==> config.mk <==
export PLATFORM = sky130hd
export DESIGN_NAME = instr_fetch_unit
export DESIGN_NICKNAME = d
export VERILOG_FILES = /design/src/rtl/instr_fetch_unit.sv
export SDC_FILE = /design/constraint.sdc
export NUM_CORES = 1
export LEC_CHECK = 0
export BUFFER_PORTS_ARGS = -buffer_cell sky130_fd_sc_hd__buf_2
export CORE_MARGIN = 2
export CORE_UTILIZATION = 35
export CTS_CLUSTER_DIAMETER = 150
export DETAILED_ROUTE_END_ITERATION = 12
export GPL_TIMING_DRIVEN = 0
export PLACE_DENSITY_LB_ADDON = 0.2
export SYNTH_ARGS = -nofsm -noshare
export SYNTH_HDL_FRONTEND = slang
export SYNTH_SLANG_ARGS = --single-unit
==> constraint.sdc <==
create_clock -name clk -period 2.35 [get_ports clk]
set_input_delay 0.1175 -clock clk [delete_from_list [all_inputs] [get_ports clk]]
set_output_delay 0.1175 -clock clk [all_outputs]
set_load 0.01 [all_outputs]
==> src/rtl/instr_fetch_unit.sv <==
// Instruction fetch sequencer: owns the PC, reads the instruction memory and
// buffers {pc, instruction} pairs in a small queue drained by decode.
module instr_fetch_unit #(
  parameter int unsigned          ADDR_W   = 16,
  parameter int unsigned          DATA_W   = 16,
  parameter logic [ADDR_W-1:0]    RESET_PC = '0,
  parameter int unsigned          DEPTH    = 2
) (
  input  logic              clk,
  input  logic              reset,
  output logic [ADDR_W-1:0] imem_address,
  input  logic [DATA_W-1:0] imem_instruction,
  input  logic              redirect_valid,
  input  logic [ADDR_W-1:0] redirect_target,
  input  logic              halt,
  output logic              out_valid,
  output logic [DATA_W-1:0] out_instruction,
  output logic [ADDR_W-1:0] out_pc,
  input  logic              out_ready,
  output logic [ADDR_W-1:0] fetch_pc
);

  localparam int unsigned PTR_W = $clog2(DEPTH);
  localparam int unsigned CNT_W = PTR_W + 1;

  logic [ADDR_W-1:0]             fetch_pc_q, fetch_pc_d;
  logic [CNT_W-1:0]              count_q, count_d;
  logic [PTR_W-1:0]              wr_ptr_q, wr_ptr_d;
  logic [PTR_W-1:0]              rd_ptr_q, rd_ptr_d;
  logic [DEPTH-1:0][DATA_W-1:0]  q_instr_q, q_instr_d;
  logic [DEPTH-1:0][ADDR_W-1:0]  q_pc_q, q_pc_d;
  logic                          push, pop;

  assign fetch_pc        = fetch_pc_q;
  assign imem_address    = fetch_pc_q;
  assign out_valid       = (count_q != '0);
  assign out_instruction = q_instr_q[rd_ptr_q];
  assign out_pc          = q_pc_q[rd_ptr_q];

  always_comb begin
    fetch_pc_d = fetch_pc_q;
    count_d    = count_q;
    wr_ptr_d   = wr_ptr_q;
    rd_ptr_d   = rd_ptr_q;
    q_instr_d  = q_instr_q;
    q_pc_d     = q_pc_q;

    pop  = out_valid & out_ready;
    // A full queue still accepts a word when the head leaves in the same cycle.
    push = !redirect_valid && !halt && ((count_q < CNT_W'(DEPTH)) || pop);

    if (push) begin
      q_instr_d[wr_ptr_q] = imem_instruction;
      q_pc_d[wr_ptr_q]    = fetch_pc_q;
      wr_ptr_d            = wr_ptr_q + PTR_W'(1);
      fetch_pc_d          = fetch_pc_q + ADDR_W'(1);
    end
    if (pop) begin
      rd_ptr_d = rd_ptr_q + PTR_W'(1);
    end

    case ({push, pop})
      2'b10:   count_d = count_q + CNT_W'(1);
      2'b01:   count_d = count_q - CNT_W'(1);
      default: count_d = count_q;
    endcase

    if (redirect_valid) begin
      count_d    = '0;
      wr_ptr_d   = '0;
      rd_ptr_d   = '0;
      fetch_pc_d = redirect_target;
    end
  end

  always_ff @(posedge clk) begin
    if (reset) begin
      fetch_pc_q <= RESET_PC;
      count_q    <= '0;
      wr_ptr_q   <= '0;
      rd_ptr_q   <= '0;
      q_instr_q  <= '0;
      q_pc_q     <= '0;
    end else begin
      fetch_pc_q <= fetch_pc_d;
      count_q    <= count_d;
      wr_ptr_q   <= wr_ptr_d;
      rd_ptr_q   <= rd_ptr_d;
      q_instr_q  <= q_instr_d;
      q_pc_q     <= q_pc_d;
    end
  end

endmodule

After elaboration in Yosys (flattened, before gate mapping) --
Index checks and enable logic that the tools add are counted. Widths: inputs -> output; s select.
Storage, ports and cells: register bits 84, output and inout bits 65, input port bits 37
Operators by class: multiplexer cells 11, $lt $le $gt $ge 4, $add $sub $neg 5, reduce and logical (&&, ||, !) cells 10, equality and inequality tests 2, bitwise logic cells 1
Operators with widths (number):
- $mux 16 | 7
- $bwmux 32 | 2
- $add 16x1->16 const B | 1
- $demux 16 s1 | 1
- $reduce_bool 2->1 | 3
- $lt 1x2->1 const B | 2
- $pmux 2 s2 | 1
- $logic_and 1x1->1 | 3
- $add 1x1->1 const B | 2
- $add 2x1->2 const B | 1
- $eq 2x1->1 const B | 1
- $eq 2x2->1 const B | 1
- $logic_not 1->1 | 2
- $lt 2x2->1 const B | 1
- $reduce_or 2->1 | 1
- $sub 2x1->2 const B | 1
- $and 1x1->1 | 1
- $ge 1x1->1 const B | 1
- $logic_or 1x1->1 | 1

Depth between registers and ports, before layout --
Gate-level depths: netlist of the first run.
depth after elaboration 6, depth in mapped cells 9, mapped depth without buffers 8

Worst setup path before layout of the first run --
Ideal clock, no wire load.
kind register to register, from register fetch_pc_q[0], in the netlist fetch_pc[0], to register fetch_pc_q[12], in the netlist fetch_pc[12], slack 0.347 ns, cell stages (with the launch flop) 6, arrival time 1.912 ns, path buffers 0, clock period less this slack 2.003 ns, data required time 2.259 ns, cell sequence dfxtp_1 -> ha_1 -> nand2b_4 -> or3_1 -> or4_1 -> a311oi_1
Between the ends: word-level cells in the longest chain between the ends 3
Ends and longest elaborated chain:
- start, declared | RTL line 26 | logic [ADDR_W-1:0] fetch_pc_q, fetch_pc_d;
- start signal, assigned | RTL line 85 | fetch_pc_q <= fetch_pc_d;
- $add 16x1->16 | RTL line 56 | fetch_pc_d = fetch_pc_q + ADDR_W'(1);
- $mux 16 | RTL line 52 | if (push) begin
- $mux 16 | RTL line 68 | if (redirect_valid) begin
No other way between the ends. The select of a mux whose other input is x is not followed. A chain may end at the register's enable or synchronous reset.

Final worst setup path of the first run --
Ends and elaborated chain as after synthesis.

==> reports/qor.csv, run 1 <==
metric,value,unit
status,finished clean,
number of buffers created by CTS,9,
Leakage,1.90,nW
RSZ-0062 raised after global routing,no,
setup slack after layout,0.0991,ns
Pre-antenna DRT Iters,4,
Yosys reg bits,84,
syn_area_per_cell,8.15,sq um
DIE HEIGHT,108,um
"Seq/Total Area, Yosys",0.442,
YS warnings,0,
setup TNS,0,ns
worst hold path class,input port to register,
fin cells,730,
gpl congestion,0.784,
syn nets,506,
DR WL/cell,15.2,um
Layout Skew,0.00827,ns
Core Area,0.0107,sq mm
clock sink count,84,
DP HPWL,7840,um
die width,108,um
"commonest non-fill, non-tap cell in the layout",nand2_1,
final core utilization,0.444,
Via density,5.06,
die footprint,0.0117,sq mm
drc violations,0,
"Max FO, Critical Path",9,
share of layout cells above drive strength 1,0.290,
fin crit share,0.958,
worst slew pin tran,0.862,ns
Peak VDD IR,0.272,mV
first-pass GRT wire length,18000,um
Synth Area in Adders,0.00658,
Fmax achieved,444,MHz
Post-Synthesis Cell Area,0.00380,sq mm
number of global-route vias before repair,3677,
# rows,38,
worst setup path class,register to register,
cells after synthesis,467,
Synth Area in Simple Gates,0.227,
most frequent cells in the layout,"nand2_1, buf_2, dfxtp_1",
final antenna-violating net count,0,
H-tree level count,3,
clock tree buffer depth,2,
max capacitance violation total,0,
power per cell area,627,mW/mm^2
fill count,1131,
ANT cells,0,
pre-CTS setup slack,0.118,ns
compound-gate portion of the synthesized area,0.133,
"Req. time, crit path",2.62,ns
Nets,624,
largest family of logic cells by synthesized area,simple AND/OR/NAND/NOR gates,
clock slew at reported path FFs,0.09,ns
Top-Level Pins,102,
Final setup viols,0,
Startpoint Class,register,
Netlist cell types,34,
Period minus WS final,2.25,ns
grt ovf,0,
largest net degree at the start of global routing,16,
Critical Path AT,2.52,ns
nature of the critical path endpoint,register,
"Slew Viols, Final",0,
routed vias,3692,
Post-CTS Setup Repair Bufs,0,
# placed instances,706,
PortBufs,99,
DRC marker count from the first detailed-route iteration,165,
Skew-Pair Late Insertion Delay,0.36,ns
final WL,11100,um
Total GRT Usage,0.197,
final-report hold violation count,0,
Post-Synth XOR/XNOR Area,0.0276,
Max-slew headroom,0.420,
initial antenna violation count,0,
Starting Density,0.354,
multiplexer area fraction after synthesis,0.0947,
clk root buf,clkbuf_8,
Area Overhead vs Synth,25.3,%
CTS tree,done,
==> cell usage after synthesis, drive strengths merged <==
library cell,instances,share of area
and4,3,0.0069
ha,2,0.0066
a211oi,7,0.014
or4,5,0.011
inv,3,0.0030
xnor2,10,0.023
o31a,2,0.0049
nor4,5,0.0082
o31ai,3,0.0059
dfxtp,84,0.44
a311oi,7,0.016
xor2,2,0.0046
nand3,5,0.0066
nor2b,1,0.0016
or3,5,0.0085
nand2b,3,0.0069
nand2,133,0.13
nor2,18,0.018
and2,1,0.0016
o21ai,5,0.0066
a21oi,65,0.085
or2,1,0.0016
buf,17,0.033
nor4b,1,0.0023
nor3,8,0.011
clkbuf,34,0.034
mux2,32,0.095
nand4,5,0.012
==> worst paths after layout <==
path | endpoint | from | cells after the start | slack (ns)
hold / removal | q_instr_q[21] | imem_instruction[5] | 3 | 0.02
hold reg to reg | q_pc_q[7] | q_pc_q[7] | 2 | 0.46
setup reg to reg | fetch_pc[12] | fetch_pc[0] | 5 | 0.1
setup / recovery | fetch_pc[12] | fetch_pc[0] | 5 | 0.1
==> sequential cells by signal, indices dropped and copies added, names as in the netlist <==
register / flops
q_instr_q: 32
q_pc_q: 32
rd_ptr_q: 1
count_q: 2
wr_ptr_q: 1
fetch_pc: 16
==> layer usage <==
layer,track usage,up-vias,share of wire
met3,0.0458,5,0.047
met4,0.0375,0,0.0044
li1,-,1807,-
met1,0.241,1782,0.46
met2,0.353,98,0.49
met5,0,-,0
==> cell families after synthesis <==
logic type      after synthesis
xor+xnor                     12
flops                        84
mux                          32
buf+inv                      54
simple gates                194
fa+ha+maj                     2
compound gates               89
==> final cells by class <==
type | count | area [sq um] | area share
Buffer | 51 | 253 | 0.0530
Clock buffer | 10 | 138 | 0.0289
Clock inverter | 6 | 71.3 | 0.0150
Inverter | 3 | 11.3 | 0.00236
Multi-Input combinational cell | 329 | 1860 | 0.391
Sequential cell | 84 | 1680 | 0.353
Tap cell | 140 | 175 | 0.0367
Timing Repair Buffer | 107 | 576 | 0.121
==> power breakdown <==
part / internal, W / total (W) / switching, W
clock: 0.000529 / 0.00108 / 0.000552
combinational: 0.000169 / 0.000374 / 0.000205
sequential: 0.00147 / 0.00154 / 0.0000635
==> worst max-delay path, stage by stage (launching register included) <==
cell      delay (ns)
dfxtp_1         0.59
ha_1            0.28
nand2b_4        0.09
or3_1           0.42
or4_1           0.52
a311oi_1        0.25
==> stage by stage <==
stage	power [W]	hold slack (ns)	instance area (sq um)
final	0.00299	0.0159	4770
after global routing	0.00312	0.00326	4770
after CTS	0.00302	0.00136	4760
after detailed placement	0.00194	0.377	4480
after global placement	0.00193	0.368	4480
after floorplan	0.00177	0.253	3800
==> timing repair <==
item	4_1_cts	5_1_grt
resized for setup	0	1
hold endpoints to repair	13	0
endpoints found under the setup margin	0	2
hold buffers	8	0
Power figures use the tool's default switching activity.
==> inputs of run 2 (changes only) <==
--- a/config.mk
+++ b/config.mk
@@ -6,6 +6,8 @@
 export NUM_CORES = 1
 export LEC_CHECK = 0
 export BUFFER_PORTS_ARGS = -buffer_cell sky130_fd_sc_hd__buf_2
+export CELL_PAD_IN_SITES_DETAIL_PLACEMENT = 1
+export CELL_PAD_IN_SITES_GLOBAL_PLACEMENT = 1
 export CORE_MARGIN = 2
 export CORE_UTILIZATION = 35
 export CTS_CLUSTER_DIAMETER = 150
==> run 2 against run 1 <==
Cell count unchanged. Wire length grew 5.5%. Combinational power hardly changed. Hold slack worse by 0.00073 ns. Worst setup slack improved by 0.030 ns. Critical path depth stayed put. Maximum frequency is 1.4% higher. Clock skew up 0.0014 ns. Clock-buffer cell count up 1. Sequential power about the same. Critical path type unchanged. Largest cell class unchanged.
==> reports/qor.csv, run 2 (synthesis gave the netlist of run 1 again) <==
metric,value,unit
DR WL/cell,16.0,um
# rows,38,
worst slew pin tran,0.756,ns
H-tree level count,3,
routed vias,3679,
clock tree buffer depth,2,
final antenna-violating net count,0,
setup TNS,0,ns
share of layout cells above drive strength 1,0.288,
Post-CTS Setup Repair Bufs,0,
Final setup viols,0,
Pre-antenna DRT Iters,4,
max capacitance violation total,0,
largest net degree at the start of global routing,15,
Int Pwr,0.00214,W
status,finished clean,
Area Overhead vs Synth,24.9,%
post-route cell area,0.00475,sq mm
clock power share,0.351,
power per cell area,619,mW/mm^2
worst setup path class,register to register,
fin crit share,0.945,
"Slew Viols, Final",0,
Period minus WS final,2.22,ns
destination of the worst hold path,q_instr_q[13],
"Req. time, crit path",2.61,ns
die footprint,0.0117,sq mm
Leakage,1.89,nW
sw frac,0.274,
Total GRT Usage,0.208,
Nets,624,
Via density,5.04,
die width,108,um
worst hold path class,input port to register,
grt ovf,0,
gpl congestion,0.765,
ANT cells,0,
Core Area,0.0107,sq mm
clock sink count,84,
clock slew at reported path FFs,0.09,ns
Skew-Pair Late Insertion Delay,0.35,ns
fill count,1380,
CTS tree,done,
pre-CTS setup slack,0.0748,ns
Critical Path AT,2.48,ns
Max-slew headroom,0.491,
instance area at placement,0.00448,sq mm
most frequent cells in the layout,"nand2_1, buf_2, dfxtp_1",
DP HPWL,8380,um
Hold Crit Depth,3,
Peak VDD IR,0.246,mV
min-delay src,imem_instruction[13],
number of global-route vias before repair,3784,
PortBufs,99,
RSZ-0062 raised after global routing,no,
setup slack after layout,0.129,ns
R2R cell count,5,
DIE HEIGHT,108,um
Startpoint Class,register,
Reg power frac,0.522,
DRC marker count from the first detailed-route iteration,100,
Top-Level Pins,102,
Reg-to-Reg End,fetch_pc[12],
nature of the critical path endpoint,register,
Layout Skew,0.00962,ns
Reg-to-Reg Start,fetch_pc[0],
Starting Density,0.354,
"Max FO, Critical Path",9,
final core utilization,0.442,
number of buffers created by CTS,9,
Net Switching,0.000807,W
first-pass GRT wire length,18900,um
initial antenna violation count,0,
final-report hold violation count,0,
final WL,11700,um
total power,0.00294,W
Comb pwr share,0.128,
drc violations,0,
Fmax achieved,450,MHz
clk root buf,clkbuf_8,
"commonest non-fill, non-tap cell in the layout",nand2_1,
R2R setup slack,0.13,ns
[run 2: through the flow]
stage | instances | hold WS [ns]
2_1_floorplan | 467 | 0.253
3_3_place_gp | 706 | 0.369
3_5_place_dp | 706 | 0.380
4_1_cts | 730 | 0.00130
5_1_grt | 730 | 0.00816
6_report | 730 | 0.0151
[run 2: how the worst max path moves through the flow]
stage | endpoint | start | cells past startpoint | slack (ns)
global route | fetch_pc[12] | fetch_pc[0] | 5 | 0.003
floorplan | fetch_pc[12] | fetch_pc[0] | 5 | 0.35
CTS | count_q[1] | count_q[1] | 8 | 0.06
detailed placement | count_q[1] | count_q[1] | 8 | 0.07
finish | fetch_pc[12] | fetch_pc[0] | 5 | 0.13
global placement | count_q[1] | count_q[1] | 8 | 0.13
[run 2: worst max-delay path, cell delays in order, from the launching register on]
cell and delay (ns):
dfxtp_1 0.56, ha_1 0.26, nand2b_4 0.09, or3_1 0.42, or4_1 0.53, a311oi_1 0.26
[run 2: repair_timing]
| item | in CTS | in global routing |
|---|---|---|
| endpoints found under the setup margin | 0 | 3 |
| gates resized for setup | 0 | 3 |
| hold buffers | 8 | 0 |
| endpoints found under the hold margin | 15 | 0 |
[run 2: metal layers]
layer  track usage  wire length, um  up-vias
li1              -                -     1806
met1         0.257             5160     1760
met2         0.368             5760       96
met3        0.0368              581       17
met4        0.0604              181        0
met5             0                0        -
[run 2: final cells by class]
class,instances,area [sq um],area share
clock inverter,5,61.3,0.0129
clock buffer,11,131,0.0276
tap,140,175,0.0369
inverter,3,11.3,0.00237
multi-input combinational,329,1860,0.392
sequential,84,1680,0.354
timing repair buffer,107,576,0.121
buffer,51,254,0.0534
[run 2: power groups by stage]
stage | registers (W) | clock network, W | logic (W)
after detailed placement | 0.00157 | 0 | 0.000369
after floorplan | 0.00156 | 0 | 0.000213
after global routing | 0.00155 | 0.00112 | 0.000419
final | 0.00154 | 0.00103 | 0.000376
after CTS | 0.00154 | 0.00107 | 0.000382
after global placement | 0.00157 | 0 | 0.000361
